File: config.mk
export PLATFORM = sky130hd
export DESIGN_NAME = pdh_err_demod_flat
export DESIGN_NICKNAME = d
export VERILOG_FILES = /design/src/rtl/pdh_pkg.sv /design/src/rtl/pdh_err_demod_if.sv /design/src/rtl/pdh_boxcar_dump.sv /design/src/rtl/pdh_err_demod.sv /design/src/flat_wrapper.sv
export SDC_FILE = /design/constraint.sdc
export NUM_CORES = 2
export LEC_CHECK = 0
export CAP_MARGIN = 25
export CELL_PAD_IN_SITES_DETAIL_PLACEMENT = 1
export CELL_PAD_IN_SITES_GLOBAL_PLACEMENT = 2
export CORE_AREA = 10 10 282 284
export CTS_BUF_LIST = sky130_fd_sc_hd__clkbuf_4 sky130_fd_sc_hd__clkbuf_8 sky130_fd_sc_hd__clkbuf_16
export DETAILED_ROUTE_END_ITERATION = 16
export DIE_AREA = 0 0 292 294
export DONT_BUFFER_PORTS = 1
export PLACE_DENSITY_LB_ADDON = 0.1
export SETUP_SLACK_MARGIN = 0.5
export SLEW_MARGIN = 20
export SYNTH_ARGS = -nofsm -noshare
export SYNTH_HDL_FRONTEND = slang
export SYNTH_HIERARCHICAL = 1
export SYNTH_SLANG_ARGS = --single-unit
File: constraint.sdc
create_clock -name clk -period 11.51 [get_ports clk]
set_clock_uncertainty 0.1 [all_clocks]
set_input_delay 1.151 -clock clk [delete_from_list [all_inputs] [get_ports clk]]
set_output_delay 1.151 -clock clk [all_outputs]
set_load 0.005 [all_outputs]
File: src/rtl/pdh_pkg.sv
// Shared widths, window config type and the rounding/saturation helpers used by the PDH demodulator.
// Pure declarations and functions: no latency, no backpressure.
package pdh_pkg;
  localparam int ADC_W  = 14;
  localparam int LO_W   = 16;
  localparam int S16_W  = 16;
  localparam int ACC_W  = 48;
  localparam int PROD_W = ADC_W + LO_W;
  localparam int CNT_W  = 15;

  localparam logic signed [ACC_W-1:0] S14_MIN = -48'sd8192;
  localparam logic signed [ACC_W-1:0] S14_MAX = 48'sd8191;

  typedef struct packed {
    logic [3:0]       avg_log2;
    logic [3:0]       gain_shift;
    logic [ADC_W-1:0] offset;
  } win_cfg_t;

  typedef struct packed {
    logic             sat;
    logic [S16_W-1:0] val;
  } sat_res_t;

  // Round half up, then arithmetic shift right.
  function automatic logic signed [ACC_W-1:0] round_shift_right(
    input logic signed [ACC_W-1:0] x,
    input logic [4:0]              sh
  );
    logic signed [ACC_W-1:0] rnd;
    rnd = '0;
    if (sh != 5'd0) rnd[sh - 5'd1] = 1'b1;
    return (x + rnd) >>> sh;
  endfunction

  function automatic sat_res_t sat_s14_from_wide(input logic signed [ACC_W-1:0] x);
    sat_res_t r;
    if (x > S14_MAX) begin
      r.sat = 1'b1;
      r.val = 16'h1FFF;
    end else if (x < S14_MIN) begin
      r.sat = 1'b1;
      r.val = 16'hE000;
    end else begin
      r.sat = 1'b0;
      r.val = x[S16_W-1:0];
    end
    return r;
  endfunction
endpackage

File: src/rtl/pdh_err_demod_if.sv
// Sample, configuration and error-word signals of the PDH demodulator.
// No flow control: the consumer takes every err_valid_o pulse.
interface pdh_err_demod_if;
  import pdh_pkg::*;

  logic signed [ADC_W-1:0] adc_i;
  logic signed [LO_W-1:0]  lo_i;
  logic [3:0]              avg_log2_i;
  logic [3:0]              gain_shift_i;
  logic signed [ADC_W-1:0] offset_i;
  logic                    enable_i;
  logic signed [S16_W-1:0] err_o;
  logic                    err_valid_o;
  logic                    sat_o;

  modport master (
    output adc_i, lo_i, avg_log2_i, gain_shift_i, offset_i, enable_i,
    input  err_o, err_valid_o, sat_o
  );

  modport slave (
    input  adc_i, lo_i, avg_log2_i, gain_shift_i, offset_i, enable_i,
    output err_o, err_valid_o, sat_o
  );
endinterface

File: src/rtl/pdh_boxcar_dump.sv
// Integrate-and-dump over 2^avg_log2 products; dump result is combinational in the cycle of the last sample.
// No backpressure; a low en_i discards the partial window.
module pdh_boxcar_dump
  import pdh_pkg::*;
(
  input  logic                     clk,
  input  logic                     rst,
  input  logic                     en_i,
  input  logic                     v2_i,
  input  logic signed [PROD_W-1:0] prod_i,
  input  logic [3:0]               avg_log2_i,
  input  logic [3:0]               gain_shift_i,
  input  logic signed [ADC_W-1:0]  offset_i,
  output logic                     dump_vld_o,
  output logic [S16_W-1:0]         dump_dat_o,
  output logic                     dump_sat_o
);
  logic signed [ACC_W-1:0] acc_q, acc_d;
  logic [CNT_W-1:0]        cnt_q, cnt_d;
  win_cfg_t                cfg_q, cfg_d;

  logic                    first;
  win_cfg_t                live_cfg, eff_cfg;
  logic [CNT_W-1:0]        last;
  logic signed [ACC_W-1:0] sum, rounded, biased;
  logic [4:0]              sh;
  sat_res_t                res;

  always_comb begin
    first    = (cnt_q == '0);
    live_cfg = '{avg_log2: avg_log2_i, gain_shift: gain_shift_i, offset: offset_i};
    // The first sample of a window latches config, so it must also use it directly (matters for N=1).
    eff_cfg  = first ? live_cfg : cfg_q;
    last     = '0;
    for (int i = 0; i < CNT_W; i++) last[i] = (i < int'(eff_cfg.avg_log2));
    sum      = (first ? '0 : acc_q) + ACC_W'(prod_i);
    sh       = 5'd15 + {1'b0, eff_cfg.avg_log2} - {1'b0, eff_cfg.gain_shift};
    rounded  = round_shift_right(sum, sh);
    biased   = rounded + ACC_W'($signed(eff_cfg.offset));
    res      = sat_s14_from_wide(biased);

    dump_vld_o = en_i & v2_i & (cnt_q == last);
    dump_dat_o = res.val;
    dump_sat_o = res.sat;
  end

  always_comb begin
    acc_d = acc_q;
    cnt_d = cnt_q;
    cfg_d = cfg_q;
    if (!en_i) begin
      acc_d = '0;
      cnt_d = '0;
    end else if (v2_i) begin
      if (first) cfg_d = live_cfg;
      if (cnt_q == last) begin
        acc_d = '0;
        cnt_d = '0;
      end else begin
        acc_d = sum;
        cnt_d = cnt_q + CNT_W'(1);
      end
    end
  end

  always_ff @(posedge clk or posedge rst) begin
    if (rst) begin
      acc_q <= '0;
      cnt_q <= '0;
      cfg_q <= '0;
    end else begin
      acc_q <= acc_d;
      cnt_q <= cnt_d;
      cfg_q <= cfg_d;
    end
  end
endmodule

File: src/rtl/pdh_err_demod.sv
// PDH error front end: ADC x LO mix, boxcar low-pass, decimated saturated s14 error word; capture-to-output latency 2 clk.
// No backpressure: every err_valid_o pulse must be taken; enable_i low flushes and zeroes the output.
module pdh_err_demod
  import pdh_pkg::*;
(
  input  logic            clk,
  input  logic            rst,
  pdh_err_demod_if.slave  bus
);
  logic signed [ADC_W-1:0]  adc_q, adc_d;
  logic signed [LO_W-1:0]   lo_q, lo_d;
  logic                     v1_q, v1_d;
  logic signed [PROD_W-1:0] prod_q, prod_d;
  logic                     v2_q, v2_d;
  logic [S16_W-1:0]         err_q, err_d;
  logic                     err_valid_q, err_valid_d;
  logic                     sat_q, sat_d;

  logic                     dump_vld;
  logic [S16_W-1:0]         dump_dat;
  logic                     dump_sat;

  always_comb begin
    adc_d       = '0;
    lo_d        = '0;
    v1_d        = 1'b0;
    prod_d      = '0;
    v2_d        = 1'b0;
    err_d       = '0;
    err_valid_d = 1'b0;
    sat_d       = 1'b0;
    if (bus.enable_i) begin
      adc_d  = bus.adc_i;
      lo_d   = bus.lo_i;
      v1_d   = 1'b1;
      prod_d = PROD_W'(adc_q) * PROD_W'(lo_q);
      v2_d   = v1_q;
      err_d  = err_q;
      sat_d  = sat_q;
      if (dump_vld) begin
        err_d       = dump_dat;
        sat_d       = dump_sat;
        err_valid_d = 1'b1;
      end
    end
  end

  always_ff @(posedge clk or posedge rst) begin
    if (rst) begin
      adc_q       <= '0;
      lo_q        <= '0;
      v1_q        <= 1'b0;
      prod_q      <= '0;
      v2_q        <= 1'b0;
      err_q       <= '0;
      err_valid_q <= 1'b0;
      sat_q       <= 1'b0;
    end else begin
      adc_q       <= adc_d;
      lo_q        <= lo_d;
      v1_q        <= v1_d;
      prod_q      <= prod_d;
      v2_q        <= v2_d;
      err_q       <= err_d;
      err_valid_q <= err_valid_d;
      sat_q       <= sat_d;
    end
  end

  pdh_boxcar_dump u_boxcar (
    .clk          (clk),
    .rst          (rst),
    .en_i         (bus.enable_i),
    .v2_i         (v2_q),
    .prod_i       (prod_q),
    .avg_log2_i   (bus.avg_log2_i),
    .gain_shift_i (bus.gain_shift_i),
    .offset_i     (bus.offset_i),
    .dump_vld_o   (dump_vld),
    .dump_dat_o   (dump_dat),
    .dump_sat_o   (dump_sat)
  );

  assign bus.err_o       = err_q;
  assign bus.err_valid_o = err_valid_q;
  assign bus.sat_o       = sat_q;
endmodule

File: src/flat_wrapper.sv
// flat-port wrapper written by rule: the top's interface ports become plain ports
module pdh_err_demod_flat import pdh_pkg::*;
  (clk, rst, bus_adc_i, bus_lo_i, bus_avg_log2_i, bus_gain_shift_i, bus_offset_i, bus_enable_i, bus_err_o, bus_err_valid_o, bus_sat_o);
  pdh_err_demod_if bus_i ();
  input  logic clk;
  input  logic rst;
  input wire logic [$bits(bus_i.adc_i)-1:0] bus_adc_i;
  input wire logic [$bits(bus_i.lo_i)-1:0] bus_lo_i;
  input wire logic [$bits(bus_i.avg_log2_i)-1:0] bus_avg_log2_i;
  input wire logic [$bits(bus_i.gain_shift_i)-1:0] bus_gain_shift_i;
  input wire logic [$bits(bus_i.offset_i)-1:0] bus_offset_i;
  input wire logic [$bits(bus_i.enable_i)-1:0] bus_enable_i;
  output wire logic [$bits(bus_i.err_o)-1:0] bus_err_o;
  output wire logic [$bits(bus_i.err_valid_o)-1:0] bus_err_valid_o;
  output wire logic [$bits(bus_i.sat_o)-1:0] bus_sat_o;
  assign bus_i.adc_i = bus_adc_i;
  assign bus_i.lo_i = bus_lo_i;
  assign bus_i.avg_log2_i = bus_avg_log2_i;
  assign bus_i.gain_shift_i = bus_gain_shift_i;
  assign bus_i.offset_i = bus_offset_i;
  assign bus_i.enable_i = bus_enable_i;
  assign bus_err_o = bus_i.err_o;
  assign bus_err_valid_o = bus_i.err_valid_o;
  assign bus_sat_o = bus_i.sat_o;
  pdh_err_demod u_core (.clk(clk), .rst(rst), .bus(bus_i));
endmodule
# Yosys cells after proc, flatten, opt, wreduce, memory -nomap -nowiden
# Index checks and enable logic that the tools add are counted.
# Widths: inputs -> output; s select.
# word_totals
register_bits	165
input_bits	55
word_cells	74
output_inout_bits	18
# classes
mul	1
eq_ne	3
n_shift	1
n_mux	24
reduce_logical	4
n_bitwise	2
add_sub_neg	7
order_cmp	19
# ops
op	n
$mux 48	4
$add 48x14->48	1
$add 48x33->48	1
$add 48x48->48	1
$gt 48x14->1 const B	1
$lt 48x14->1 const B	1
$mux 16	3
$sshr 48x5->48	1
$mux 15	3
$mux 17	2
$mux 32	1
$mul 14x16->30	1
$mux 30	1
$lt 4x4->1 const A	7
$mux 22	1
$lt 3x4->1 const A	4
$add 15x1->15 const B	1
$eq 15x15->1	1
$logic_not 15->1	1
$mux 14	1
$lt 1x4->1 const A	2
$lt 2x4->1 const A	2
$lt 5x7->1 const B	1
$mux 1	7
other kinds (10)	12

# Depth between registers and ports, before layout
# depth
depth_word	18
depth_mapped	54
ltp_nobuf	49

# Cells and area by module
# The synthesis kept the hierarchy.
# by_module_without_submodules
mod	n_inst	area_each_um2	seq_area_each_um2	cells_each
pdh_boxcar_dump	1	15902.8	2127.0	2206
pdh_err_demod	1	11227.0	2001.9	1145

# Least setup slack after synthesis
# No wires, ideal clock.
# synth_path
path_type	register to register
start	register u_core.u_boxcar.cnt_q[0]
end	register u_core.err_q[6], in the netlist u_core/bus.err_o[6]
path_buffers	8
required_ns	11.337
period_less_slack_ns	11.253
arrival_ns	11.080
setup_time_ns	0.073
path_slack_ns	0.257
path_stages_with_launch	49
path_cell_list	dfrtp_1 -> inv_1 -> ha_1 -> nor4b_1 -> nand4_1 -> clkbuf_1 -> clkbuf_1 -> mux2i_1 -> inv_1 -> fa_1 -> xor2_1 -> clkbuf_1 -> clkbuf_1 -> nand2_1 -> nor2_1 -> ha_1 -> clkbuf_1 -> and3_1 -> [13 not listed] -> ha_1 -> clkbuf_1 -> a21o_1 -> a21o_1 -> a21o_1 -> a311o_1 -> or2_2 -> o21ai_0 -> xnor2_1 -> nand4_1 -> nor3_1 -> or4b_2 -> or4_1 -> o21a_1 -> buf_6 -> a21oi_2 -> mux2i_1 -> nor2b_1
# synth_rtl
item	line_no	source
start, declared	pdh_boxcar_dump.sv:19	logic [CNT_W-1:0] cnt_q, cnt_d;
start signal, assigned	pdh_boxcar_dump.sv:73	cnt_q <= cnt_d;
end signal, assigned	pdh_err_demod.sv:64	err_q <= err_d;
end, declared	pdh_err_demod.sv:15	logic [S16_W-1:0] err_q, err_d;

# Final worst setup path
# layout_path
start	register u_core.u_boxcar.cnt_q[0]
end	register u_core.err_q[0], in the netlist u_core/bus.err_o[0]
# layout_via
elab_chain_cells	18
elab_cells_between_ends	41
cone_classes	add/sub: 6; order compare: 19; eq/ne: 2; shift: 1; mux: 9; bitwise: 1; reduce/logical: 3
# layout_rtl
item	line_no	source
$logic_not 15->1 *	pdh_boxcar_dump.sv:30	first = (cnt_q == '0);
$mux 22	n/a	
$add 4x4->5	pdh_boxcar_dump.sv:37	sh = 5'd15 + {1'b0, eff_cfg.avg_log2} - {1'b0, eff_cfg.gain_shift};
$sub 5x4->5	pdh_boxcar_dump.sv:37	
$sub 5x1->5	pdh_pkg.sv:32	if (sh != 5'd0) rnd[sh - 5'd1] = 1'b1;
$lt 5x7->1 (not written as such) / $ge 5x1->1 (equally long branches)	pdh_pkg.sv:32	
$logic_and 1x1->1 (not written as such)	pdh_pkg.sv:32	
$mux 1 (not written as such)	pdh_pkg.sv:32	
[3 not listed]	n/a	
$sshr 48x5->48	pdh_pkg.sv:33	return (x + rnd) >>> sh;
$add 48x14->48 *	pdh_boxcar_dump.sv:39	biased = rounded + ACC_W'($signed(eff_cfg.offset));
$lt 48x14->1	pdh_pkg.sv:41	end else if (x < S14_MIN) begin
$mux 17	pdh_pkg.sv:41	
$mux 17 *	pdh_pkg.sv:38	if (x > S14_MAX) begin
named net u_core.dump_dat[0]	pdh_err_demod.sv:20	logic [S16_W-1:0] dump_dat;
$mux 16 *	pdh_err_demod.sv:40	if (dump_vld) begin
$mux 16 *	pdh_err_demod.sv:32	if (bus.enable_i) begin
# Mark *: on every way through the listed nets, which the timed path passes. The rest lies on a longest branch. The select of a mux whose other input is x is not followed.
# A chain may end at the register's enable or synchronous reset.

==> metrics.md <==
| Metric | Value |
|---|---|
| Final critical-path required period | `around 11,000 ps` |
| GRT Util Overall | `23.4%` |
| Post-Synth Adder-Cell Area | `25.8%` |
| Overall die height | `294 µm` |
| Most used cell, CP | `buf_4` |
| Layer with the highest usage | `met2` |
| Final Hold Vio Count | `0` |
| Row count | `100` |
| First-pass iteration count of the detailed router | `5` |
| Critical Path Max Stage Delay | `620 ps` |
| First-pass GRT wire length | `approximately 160 mm` |
| Max H-tree Level | `4` |
| Nets | `4,169` |
| Fillers | `8,726` |
| Via Count | `about 26,000` |
| Post-Synth XOR/XNOR Area | `5.13%` |
| Max-slew violation count | `0` |
| Crit path to | `u_core/bus.err_o[0]` |
| CP Data Arrival Time | `between 10,000 and 15,000 ps` |
| Hold Buf Count CTS | `0` |
| Clock power share | `7.9%` |
| Grt total ovfl | `0` |
| Share of post-route cells with drive strength above 1 | `23.9%` |
| Top-area cell type share of the netlist area | `16.5%` |
| Hpwl dp | `83.7 mm` |
| Sw power | `4.07 mW` |
| Avg Inst Size Synth | `roughly 8.1 µm²` |
| Critical-path top delay cell | `or4_4` |
| RR Endpoint | `u_core/bus.err_o[0]` |
| Synth cell types | `95` |
| Pin count of the biggest net entering global routing | `91` |
| CTS Root Cell | `clkbuf_16` |
| GR Util met2 | `42.3%` |
| Largest cells by area after synthesis | `fa_1, dfrtp_1, ha_1` |
| Place WS | `-290 ps` |
| Initial antenna violation count | `5` |
| Area grow syn2layout | `25.0%` |
| Die footprint | `approximately 86,000 µm²` |
| Worst-path clk slew | `80 ps` |
| Worst setup path startpoint | `u_core/u_boxcar/cnt_q[0]` |
| Syn Nets | `3,832` |
| Starting DRT DRC Count | `1,322` |
| Slew @ Worst Pin | `roughly 900 ps` |
| Placed Area | `31,100 µm²` |
| Reg-to-Reg Start | `u_core/u_boxcar/cnt_q[0]` |
| Post-synthesis mux area share | `approximately 5.4%` |
| Synth Area in Simple Gates | `21.2%` |
| Most numerous cell in the Yosys netlist | `nand2_1` |
| Largest family of logic cells by synthesized area | `adder cells` |
| WL/cell | `22.1 µm` |
| Synth async-reset ratio | `100%` |
| Combinational share of power | `82.9%` |
| Initial Util | `36.7%` |
| Synthesized area | `27,100 µm²` |
| Synth Area in Compound Gates | `between 20% and 30%` |
| RSZ-0062 raised after global routing | `true` |
| Post-synth EDFFs | `0` |
| Detailed Route WL | `103 mm` |
| Mapped Cells | `3,351` |
| Yosys warns | `6` |
| Fmax | `approximately 0.09 GHz` |
| GP Congestion | `0.896` |
| GRT met3 Usage | `~2.5%` |
| CP startpoint kind | `flip-flop` |
| Max cap viols | `0` |
| Final instance area | `33,900 µm²` |
| Worst-Skew Late Latency | `500 ps` |
| Status | `completed` |
| Io pins | `73` |
| Critical Path RT | `11,820 ps` |
| Reg area | `just over 4000 µm²` |
| Clk sinks | `165` |
| R2R setup slack | `about 690 ps` |
| Via-to-Cell Ratio | `5.55` |
| Chip width | `292 µm` |
| Setup ws final | `693 ps` |
| Commonest register cell after synthesis | `dfrtp_1` |
| Final setup violating endpoints | `0` |
| Worst Hold Class | `reg2reg` |
| Core area | `73,900 µm²` |
| Switching Fraction | `51.1%` |
| Nature of the critical path endpoint | `flip-flop` |
| Int Pwr | `3.89 mW` |
| Vias in the first global route | `28,100` |
| Post-synth top area cell | `fa_1` |
| Synth cell count leaders | `nand2_1, inv_1, and2_1` |
| Period utilization | `a little over nine tenths` |
| Leakage Power | `16.1 nW` |
| PwrDens | `235 nW/µm²` |
| Flops & latches, synth | `around 170` |
| Grt met1 use | `29.0%` |
| Cts bufs inserted | `17` |
| Sequential share of the synthesized area | `15.2%` |
| Clock tree buffer depth | `2` |
| Detail Route Antenna Nets | `0` |
| Slew HR | `39.7%` |
| Multi-input combinational cell area | `22,900 µm²` |
| Worst vdd rail ir drop | `0.000107 V` |
| Sequential Power Share | `9.1%` |
| DRC viols | `0` |
| Worst-path fanout max | `7` |
| PortBufs | `0` |
| TritonCTS clock tree | `done` |
| CP Class | `reg2reg` |
| Cells on worst reg2reg path | `between 50 and 60` |
==> worst max-delay path, delay by kind of cell, from the launching register on <==
family / cells / cell delay [ps]
and+or+nand+nor: 13 / 2260
DFF: 1 / 370
adders and majority gates: 5 / 1110
AOI/OAI and AO/OA: 20 / 4000
xor gates and xnor gates: 3 / 690
buffers and inverters: 11 / 1510
muxes: 3 / 650
==> cells by family after synthesis <==
kind of cell    Yosys count
simple gates           1148
compound gates          830
buf+inv                 487
fa+ha+maj               426
flops                   165
xor+xnor                156
mux                     138
other cells               1
==> power groups by stage <==
stage	registers, mW	clock network [mW]	logic [mW]
2_1_floorplan	0.688	0	3.50
3_3_place_gp	0.731	0	5.82
3_5_place_dp	0.734	0	5.91
4_1_cts	0.723	0.646	6.13
5_1_grt	0.734	0.669	7.17
6_report	0.728	0.629	6.60
==> worst min path at each step <==
| stage | start | endpoint | cells past startpoint |
|---|---|---|---|
| CTS | u_core/u_boxcar/cfg_q[8] | u_core/u_boxcar/cfg_q[8] | 2 |
| global route | u_core/u_boxcar/cfg_q[0] | u_core/u_boxcar/cfg_q[0] | 2 |
| floorplan | u_core/v1_q | u_core/v2_q | 1 |
| finish | u_core/v1_q | u_core/v2_q | 1 |
| global placement | u_core/v1_q | u_core/v2_q | 1 |
| detailed placement | u_core/u_boxcar/acc_q[37] | u_core/u_boxcar/acc_q[37] | 2 |
==> state kept, by name (all words and copies together) (netlist names) <==
register and flops:
u_core/u_boxcar/acc_q 48, u_core/prod_q 30, u_core/u_boxcar/cfg_q 22, u_core/bus.err_o 16
u_core/lo_q 16, u_core/u_boxcar/cnt_q 15, u_core/adc_q 14, u_core/bus.err_valid_o 1
u_core/bus.sat_o 1, u_core/v1_q 1, u_core/v2_q 1
==> cell usage in the layout (no fill, tap or decap), types with 28 or more instances in the layout <==
cell type	synthesis	final
o21ai_0	179	151
nand4_1	44	44
nand3_1	55	50
nor2_1	200	178
nand2_1	385	373
a21oi_2	15	54
xnor2_1	98	81
mux2i_1	100	80
a22o_1	39	39
o211ai_1	34	34
ha_1	203	170
xor2_1	56	52
nor3_1	43	35
dfrtp_1	165	164
a21o_1	87	87
a21oi_1	203	160
and2_1	225	218
mux2_2	34	32
buf_4	1	464
nor2b_1	40	37
fa_1	223	220
inv_1	312	308
o21a_1	29	28
nand2b_1	34	32
and3_1	33	32
==> cell type report <==
class,instances,area share (%)
multi-input combinational,2700,67.4
sequential,165,12.2
timing repair buffer,492,11.6
tap,969,3.58
inverter,312,3.46
clock buffer,18,1.28
clock inverter,13,0.494
antenna,3,0.0221
==> through the flow <==
step	std cells	util (%)	hold WS (ps)	setup TNS (ps)	power [mW]
4_1_cts	4624	43.6	383	0	7.50
6_report	4672	45.9	376	0	7.96
5_1_grt	4670	45.9	397	0	8.57
3_3_place_gp	4575	41.9	337	0	6.55
3_5_place_dp	4578	42.0	362	-3450	6.64
2_1_floorplan	3351	-	334	0	4.18
==> per-layer routing <==
metal | wire (µm) | part of all wire (%)
met1 | 44800 | 43
met2 | 52500 | 51
met3 | 3170 | 3.1
met4 | 2700 | 2.6
met5 | 34 | 0.033
==> timing repair <==
item,CTS,global route
setup buffers,13,42
gates resized for setup,92,266
setup endpoints to repair,16,17
gates cloned,2,3
endpoints found under the hold margin,0,0
pin swaps,24,114
Power figures use the tool's default switching activity.
